File: config.mk
export PLATFORM = sky130hd
export DESIGN_NAME = lsu_ctrl
export DESIGN_NICKNAME = d
export VERILOG_FILES = /design/src/rtl/rv32_pkg.sv /design/src/rtl/lsu_align.sv /design/src/rtl/lsu_ctrl.sv
export SDC_FILE = /design/constraint.sdc
export NUM_CORES = 1
export LEC_CHECK = 0
export CORE_UTILIZATION = 35
export DETAILED_ROUTE_END_ITERATION = 10
export GPL_TIMING_DRIVEN = 1
export SYNTH_ARGS = -nofsm -noshare
export SYNTH_HDL_FRONTEND = slang
export SYNTH_SLANG_ARGS = --single-unit
File: constraint.sdc
create_clock -name i_clk -period 3.28 [get_ports i_clk]
set_input_delay 0.656 -clock i_clk [delete_from_list [all_inputs] [get_ports i_clk]]
set_output_delay 0.656 -clock i_clk [all_outputs]
set_load 0.02 [all_outputs]
File: src/rtl/rv32_pkg.sv
// Shared load/store types and helpers: funct3 encodings, LSU FSM states and
// the size/alignment rules used by both the controller and the lane aligner.
package rv32_pkg;

    typedef enum logic [2:0] {
        LSU_B  = 3'b000,
        LSU_H  = 3'b001,
        LSU_W  = 3'b010,
        LSU_BU = 3'b100,
        LSU_HU = 3'b101
    } lsu_op_e;

    typedef enum logic [2:0] {
        IDLE  = 3'd0,
        REQ0  = 3'd1,
        WAIT0 = 3'd2,
        REQ1  = 3'd3,
        WAIT1 = 3'd4,
        RESP  = 3'd5
    } lsu_state_e;

    localparam logic MEM_RD = 1'b0;
    localparam logic MEM_WR = 1'b1;

    // Byte mask of the access size; unlisted funct3 codes behave as a word.
    function automatic logic [3:0] size_mask(input logic [2:0] op);
        logic [3:0] m;
        case (op)
            LSU_B, LSU_BU: m = 4'b0001;
            LSU_H, LSU_HU: m = 4'b0011;
            default:       m = 4'b1111;
        endcase
        return m;
    endfunction

    function automatic logic is_misaligned(input logic [2:0] op, input logic [1:0] off);
        logic mis;
        case (op)
            LSU_B, LSU_BU: mis = 1'b0;
            LSU_H, LSU_HU: mis = (off == 2'd3);
            default:       mis = (off != 2'd0);
        endcase
        return mis;
    endfunction

endpackage

File: src/rtl/lsu_align.sv
// Combinational lane steering: per-beat byte enables and shifted store data,
// plus the two-word load merge with sign/zero extension.
module lsu_align
    import rv32_pkg::*;
(
    input  logic [2:0]  op,
    input  logic [1:0]  off,
    input  logic        beat,
    input  logic [31:0] wdata,
    input  logic [31:0] rdata0,
    input  logic [31:0] rdata1,
    output logic [3:0]  be,
    output logic [31:0] wdata_lane,
    output logic [31:0] load_data
);

    logic [4:0]  byte_sh;
    logic [7:0]  be_wide;
    logic [63:0] wd_wide;
    logic [31:0] rd_sh;

    // Shifting into a double-width vector gives beat 0 in the low half and the
    // spill-over for beat 1 in the high half without a separate right shift.
    always_comb begin
        byte_sh    = {off, 3'b000};
        be_wide    = {4'b0000, size_mask(op)} << off;
        wd_wide    = {32'h0, wdata} << byte_sh;
        be         = beat ? be_wide[7:4] : be_wide[3:0];
        wdata_lane = beat ? wd_wide[63:32] : wd_wide[31:0];
        rd_sh      = 32'({rdata1, rdata0} >> byte_sh);
        case (op)
            LSU_B:   load_data = {{24{rd_sh[7]}}, rd_sh[7:0]};
            LSU_BU:  load_data = {24'h0, rd_sh[7:0]};
            LSU_H:   load_data = {{16{rd_sh[15]}}, rd_sh[15:0]};
            LSU_HU:  load_data = {16'h0, rd_sh[15:0]};
            default: load_data = rd_sh;
        endcase
    end

endmodule

File: src/rtl/lsu_ctrl.sv
// Multi-cycle load/store unit: accepts one core request, runs one or two
// req/gnt/rvalid beats on the data bus and returns extended load data.
module lsu_ctrl
    import rv32_pkg::*;
#(
    parameter bit ALLOW_MISALIGN = 1'b1
) (
    input  logic        i_clk,
    input  logic        i_rst_n,
    input  logic        i_req_vld,
    output logic        o_req_rdy,
    input  logic        i_mem_rw,
    input  logic [2:0]  i_lsu_op,
    input  logic [31:0] i_addr,
    input  logic [31:0] i_wdata,
    output logic        o_rsp_vld,
    output logic [31:0] o_rdata,
    output logic        o_misalign_err,
    output logic        o_bus_req,
    input  logic        i_bus_gnt,
    output logic        o_bus_we,
    output logic [31:0] o_bus_addr,
    output logic [3:0]  o_bus_be,
    output logic [31:0] o_bus_wdata,
    input  logic        i_bus_rvalid,
    input  logic [31:0] i_bus_rdata,
    output lsu_state_e  o_dbg_state
);

    // Handshakes: a core request transfers on a cycle where i_req_vld && o_req_rdy;
    // a bus beat is granted on a cycle where o_bus_req && i_bus_gnt, and its
    // completion is the first i_bus_rvalid seen in the following WAIT state.

    lsu_state_e  state_q, state_d;
    logic        rw_q;
    logic [2:0]  op_q;
    logic [31:0] addr_q;
    logic [31:0] wdata_q;
    logic [31:0] rdata0_q;
    logic [31:0] rdata1_q;
    logic        split_q;
    logic        err_q;

    logic        accept;
    logic        req_mis;
    logic        beat;
    logic [3:0]  lane_be;
    logic [31:0] lane_wdata;
    logic [31:0] load_data;

    assign accept  = (state_q == IDLE) && i_req_vld;
    assign req_mis = is_misaligned(i_lsu_op, i_addr[1:0]);
    assign beat    = (state_q == REQ1);

    lsu_align u_align (
        .op         (op_q),
        .off        (addr_q[1:0]),
        .beat       (beat),
        .wdata      (wdata_q),
        .rdata0     (rdata0_q),
        .rdata1     (rdata1_q),
        .be         (lane_be),
        .wdata_lane (lane_wdata),
        .load_data  (load_data)
    );

    always_ff @(posedge i_clk or negedge i_rst_n) begin
        if (!i_rst_n) begin
            state_q  <= IDLE;
            rw_q     <= MEM_RD;
            op_q     <= 3'b000;
            addr_q   <= 32'h0;
            wdata_q  <= 32'h0;
            rdata0_q <= 32'h0;
            rdata1_q <= 32'h0;
            split_q  <= 1'b0;
            err_q    <= 1'b0;
        end else begin
            state_q <= state_d;
            if (accept) begin
                rw_q     <= i_mem_rw;
                op_q     <= i_lsu_op;
                addr_q   <= i_addr;
                wdata_q  <= i_wdata;
                rdata0_q <= 32'h0;
                rdata1_q <= 32'h0;
                split_q  <= req_mis && ALLOW_MISALIGN;
                err_q    <= req_mis && !ALLOW_MISALIGN;
            end
            if ((state_q == WAIT0) && i_bus_rvalid) begin
                rdata0_q <= i_bus_rdata;
            end
            if ((state_q == WAIT1) && i_bus_rvalid) begin
                rdata1_q <= i_bus_rdata;
            end
        end
    end

    // A rejected misaligned access passes through REQ0 with the bus request
    // masked, so its response arrives two cycles after acceptance.
    always_comb begin
        state_d = state_q;
        case (state_q)
            IDLE:    if (i_req_vld) state_d = REQ0;
            REQ0: begin
                if (err_q)          state_d = RESP;
                else if (i_bus_gnt) state_d = WAIT0;
            end
            WAIT0:   if (i_bus_rvalid) state_d = split_q ? REQ1 : RESP;
            REQ1:    if (i_bus_gnt) state_d = WAIT1;
            WAIT1:   if (i_bus_rvalid) state_d = RESP;
            RESP:    state_d = IDLE;
            default: state_d = IDLE;
        endcase
    end

    always_comb begin
        o_req_rdy      = (state_q == IDLE);
        o_bus_req      = ((state_q == REQ0) && !err_q) || (state_q == REQ1);
        o_bus_we       = 1'b0;
        o_bus_addr     = 32'h0;
        o_bus_be       = 4'b0000;
        o_bus_wdata    = 32'h0;
        o_rsp_vld      = (state_q == RESP);
        o_rdata        = 32'h0;
        o_misalign_err = 1'b0;
        o_dbg_state    = state_q;
        if (o_bus_req) begin
            o_bus_we    = (rw_q == MEM_WR);
            o_bus_addr  = {addr_q[31:2] + {29'h0, beat}, 2'b00};
            o_bus_be    = lane_be;
            o_bus_wdata = lane_wdata;
        end
        if (state_q == RESP) begin
            o_misalign_err = err_q;
            if ((rw_q == MEM_RD) && !err_q) o_rdata = load_data;
        end
    end

endmodule

* Word-level counts from Yosys, hierarchy flattened
Index checks and enable logic that the tools add are counted.
** Word-level totals
- Output and inout port bits :: 108
- Input port bits :: 105
- Register bits after elaboration :: 136
** Operators by class
- Equality and inequality tests :: 17
- Shift-type cells :: 3
- $add $sub $neg :: 1
- Reduce and logical (&&, ||, !) cells :: 15
- Multiplexer cells :: 21
** Operators with widths (number)
- 32-bit two-way mux :: 8
- 32-bit case mux with 4 select lines :: 1
- 32-bit by 5-bit left shift with 64-bit output :: 1
- 64-bit by 5-bit right shift with 32-bit output :: 1
- 30-bit by 1-bit adder with 30-bit output :: 1
- 3-bit equality test, second input constant :: 6
- 3-bit two-way mux :: 6
- 3-bit case mux with 5 select lines :: 1
- 2-bit inequality test, second input constant :: 5
- 3-bit by 1-bit equality test with 1-bit output, second input constant :: 3
- 3-bit logical NOT :: 3
- 4-bit two-way mux :: 2
- 4-bit case mux with 2 select lines :: 1
- 2-bit OR reduction :: 4
- 4-bit by 2-bit left shift with 8-bit output :: 1
- 3-bit by 2-bit equality test with 1-bit output, second input constant :: 2
- 2-bit nonzero test :: 3
- 5-bit AND reduction :: 1
- 1-bit logical AND :: 3
- 2-bit equality test, second input constant :: 1
- 1-bit case mux with 2 select lines :: 1
- 1-bit logical OR :: 1
- 1-bit two-way mux :: 1

* Logic depth before layout (Yosys ltp)
- Depth in word-level cells :: 6
- Gate-level depth with buffers :: 12

* Hierarchy
From an unflattened synthesis, not the netlist that was laid out.
** Second synthesis, totals
- Cells, all modules :: 949
- Area, all modules :: 8384.3 um^2
** By module, submodules not included
- lsu_ctrl :: times used 1, cells each 746, area each 6473.7 um^2, sequential area each 3403.3 um^2
- lsu_align :: times used 1, cells each 203, area each 1910.6 um^2, sequential area each 0.0 um^2

* Worst setup path before layout
Ideal clock, no wire load.
- Kind :: reg-to-output
- From :: register state_q[2], in the netlist o_dbg_state[2]
- To :: output o_bus_addr[25]
- Required time :: 2.624 ns
- Cell stages (with the launch flop) :: 12
- Slack :: -0.499 ns
- Arrival :: 3.123 ns
- Cells stage by stage :: dfrtp_1 -> clkbuf_1 -> nand2b_1 -> buf_4 -> clkinv_1 -> nand2_1 -> clkinv_1 -> ha_1 -> nand3_1 -> or4_1 -> or4_1 -> a21oi_1
** Between the ends
- Cells in the longest elaborated chain, start to end :: 3
- Elaborated cells on any way between the ends :: 5
- Those cells by class :: add/sub: 1; eq/ne: 2; mux: 1; reduce/logical: 1
** RTL lines
- start: declaration :: line lsu_ctrl.sv:34 : lsu_state_e state_q, state_d;
- start signal: assignment :: line lsu_ctrl.sv:79 : state_q <= state_d;
- 3-bit by 1-bit equality test with 1-bit output / 3-bit by 2-bit equality test with 1-bit output (equally long branches) :: line lsu_ctrl.sv:119 : o_bus_req = ((state_q == REQ0) && !err_q) || (state_q == REQ1);
- 1-bit logical OR * :: line lsu_ctrl.sv:119
- named net o_bus_req :: line lsu_ctrl.sv:19 : output logic o_bus_req,
- 32-bit two-way mux * :: line lsu_ctrl.sv:128 : if (o_bus_req) begin
- end: declaration :: line lsu_ctrl.sv:22 : output logic [31:0] o_bus_addr,
Mark *: on every way through the listed nets, which the timed path passes. The rest lies on a longest branch.

* Final worst setup path
- From :: register state_q[2], in the netlist o_dbg_state[2]
- To :: output o_bus_addr[25]
** Between the ends
- Cells in the longest elaborated chain, start to end :: 3
- Elaborated cells on any way between the ends :: 5
- Those cells by class :: add/sub: 1; eq/ne: 2; mux: 1; reduce/logical: 1
** RTL lines (line)
- 3-bit by 2-bit equality test with 1-bit output / 3-bit by 1-bit equality test with 1-bit output (equally long branches) :: lsu_ctrl.sv:53, lsu_ctrl.sv:119
- 30-bit by 1-bit adder with 30-bit output / 1-bit logical OR (equally long branches) :: lsu_ctrl.sv:130, lsu_ctrl.sv:119
- 32-bit two-way mux * :: lsu_ctrl.sv:128
Mark *: on every way between the ends. The rest lies on a longest branch, timed or not.

==> results_dict.tcl <==
set metrics [dict create \
    cts_hold_buf 0 \
    grt_max_degree 72 \
    drive_above_1_share_pct 16.6 \
    final_core_util_pct 51.4 \
    leakage_nw 5.00 \
    initial_core_util_pct 35.6 \
    io_pins 213 \
    rsz0062_at_grt "yes" \
    route.detailed.drc 0 \
    avgSynthCellArea_um2 8.52 \
    powerDensity_nw_per_um2 907 \
    path_cells "nand2b_4 -> clkinv_4 -> nand2_4 -> clkinv_4 -> ha_4 -> nand3_4 -> or4_4 -> buf_6 -> buf_6 -> o31ai_2 -> buf_4 -> a21oi_4 -> buf_6" \
    nets 1240 \
    root_buffer "clkbuf_16" \
    die_h_um 151 \
    routed_wl_mm 25.4 \
    hpwl_mm 17.7 \
    use_met1_pct 31.1 \
    max_freq_ghz 0.308 \
    dpl_cell_area_um2 10500 \
    status "complete, no violations" \
    finClkSkew_ns 0.00598 \
    fin_total_pwr_w 0.0102 \
    overflow 0 \
    core_area_um2 21800 \
    first_pass_iters 5 \
    area_growth_pct 44.3 \
    synthCells 912 \
    yosysSeqAreaShare_pct 41.2 \
    synth_seq_cells 128 \
    drv_cap 0 \
    cts_tree "built" \
    clk_pin_slew_ns 0.06 \
    clock_latency_ns 0.42 \
    placementRows 54 \
    io_buffers 209 \
    whs_ns 0.229 \
    drt_first_iter_violations 461 \
    crit_path_max_incr_delay_ns 0.49 \
    grt_usage_pct 22.4 \
    ir_drop_mv 0.386 \
    die-area_um2 22800 \
    synthArstFlopShare_pct 100 \
    synth_top_area_share_pct 41.2 \
    hold_class "in -> async" \
    cp_slowest_cell "or4_4" \
    final-hold-violation-count 0 \
    die_w_um 151 \
    yosysWarningCount 0 \
    critPathArrivalTime_ns 2.60 \
    place.gp.congestion 0.840 \
    via_per_inst 5.27 \
    cp_max_fo 6 \
    numCtsBuffers 17 \
    synth.area.top_cells "dfrtp_1 (41%), nand2_1 (14%), mux4_2 (8.4%), o21ai_0 (4.5%), mux2i_1 (4.1%)" \
    synth_largest_area_cell "dfrtp_1" \
    worstMarginPinSlew_ns 0.721 \
    ys.flop_type "dfrtp_1" \
    drv_slew 0 \
    critPathRequiredTime_ns 2.62 \
    fin_crit_ns 3.25 \
    syn_area_um2 7770 \
    grt-busiest-layer "met2" \
    clockBufferDepth 2 \
    layout_worst_path_cycle_share_pct 99.1 \
    grt_use_met2_pct 35.0 \
    grt_pass1_vias 7039 \
    maxSlewHeadroom_pct 51.9 \
    antenna_found_initial 0 \
    crit_top_cell "buf_6" \
    wl_per_cell_um 17.8 \
    pre_cts_ws_ns -0.165 \
    critical_path_class "reg -> out" \
    use_met3_pct 4.43 \
    synth_cell_type_count 48 \
    cts.htree.levels 4 \
    setup_slack_ns 0.0288 \
    cp-start-kind "flip-flop" \
    synth-edff-count 0 \
    cts.sink_count 128 \
    diodes 0 \
    vias 7513 \
    grt_pass1_wl_mm 38.6 \
    endpoint_kind "output port" \
    final_area_um2 11200 \
    setup_violations 0 \
    detail-route-antenna-nets 0 \
]
==> metal layers <==
metal  up-vias  routed length [µm]
li1       3613                   -
met1      3640               11500
met2       226               12000
met3        34                1430
met4         0                 520
met5         -                   0
==> cells by family after synthesis <==
logic type / count (synthesis) / synth area share [%]
compound gates: 191 / 15.7
xor+xnor: 12 / 1.35
fa+ha+maj: 2 / 0.322
buf+inv: 100 / 5.36
flops: 128 / 41.2
mux: 62 / 12.7
other cells: 1 / 0.0482
simple gates: 416 / 23.3
==> through the flow <==
step	std cells	TNS [ns]
after global placement	1389	-0.820
final	1425	0
after floorplan	914	-0.000111
after detailed placement	1389	-1.01
after global routing	1425	-0.279
after CTS	1424	-0.403
==> where the power goes <==
part	total (W)	internal, W	switching (W)
Combinational	0.00525	0.00235	0.00290
Sequential	0.00301	0.00230	0.000708
Clock	0.00192	0.00120	0.000715
==> cell usage after synthesis, types with 12 or more instances <==
master / number
dfrtp_1: 128
buf_2: 18
o21ai_0: 70
a22o_1: 32
nand2_1: 294
and2_1: 14
nand3_1: 16
or4_1: 16
clkbuf_1: 42
mux2i_1: 32
mux4_2: 29
a21oi_1: 33
inv_1: 25
nor2_1: 29
o31ai_1: 12
==> timing repair <==
action / CTS / global route
resized for setup: 139 / 31
endpoints found under the setup margin: 68 / 33
setup buffers: 4 / 1
pin swaps: 8 / 4
==> final timing paths <==
| path | slack (ns) | start | cells after the start | to |
|---|---|---|---|---|
| max in group asynchronous | 2.26 | i_rst_n | 2 | wdata_q[9]$_DFFE_PN0P_ |
| worst max-delay path | 0.03 | o_dbg_state[2]$_DFFE_PN0P_ | 13 | o_bus_addr[25] |
| worst min-delay path | 0.23 | i_rst_n | 1 | addr_q[30]$_DFFE_PN0P_ |
| worst max register to register | 1.08 | o_dbg_state[1]$_DFFE_PN0P_ | 6 | rdata0_q[13]$_DFFE_PN0P_ |
| worst min register to register | 0.50 | rdata1_q[21]$_DFFE_PN0P_ | 1 | rdata1_q[21]$_DFFE_PN0P_ |
| min in group i_clk | 0.50 | rdata1_q[21]$_DFFE_PN0P_ | 1 | rdata1_q[21]$_DFFE_PN0P_ |
==> registers in the layout (all words and copies together) (netlist names) <==
name / count
rw_q: 1
o_dbg_state: 3
split_q: 1
addr_q: 32
wdata_q: 32
rdata1_q: 24
rdata0_q: 32
op_q: 3
==> placed cells by master (no fill, tap or decap), drive strengths merged, types with 14 or more instances in the layout <==
master,netlist,layout
a21oi,33,33
a22o,32,32
and2,14,14
buf,30,78
clkbuf,42,23
clkdlybuf4s50,0,143
dfrtp,128,128
dlygate4sd2,0,43
inv,26,26
mux2i,32,32
mux4,29,29
nand2,294,294
nand3,17,17
nor2,29,29
o21ai,70,70
or4,16,16
==> layout make-up <==
type | instances | area [µm²]
clock buffer | 20 | 447
clock inverter | 11 | 140
fill | 2074 | 10600
inverter | 28 | 115
multi-input combinational | 686 | 4400
sequential | 128 | 3210
tap | 280 | 350
timing repair buffer | 272 | 2550
==> worst max-delay path, delay by kind of cell (launching register included) <==
family                     cells  cell delay [ns]
buffers and inverters          6             0.68
AOI/OAI and AO/OA              2             0.20
and+or+nand+nor                4             0.76
DFF                            1             0.40
adders and majority gates      1             0.14
Power figures use the tool's default switching activity.
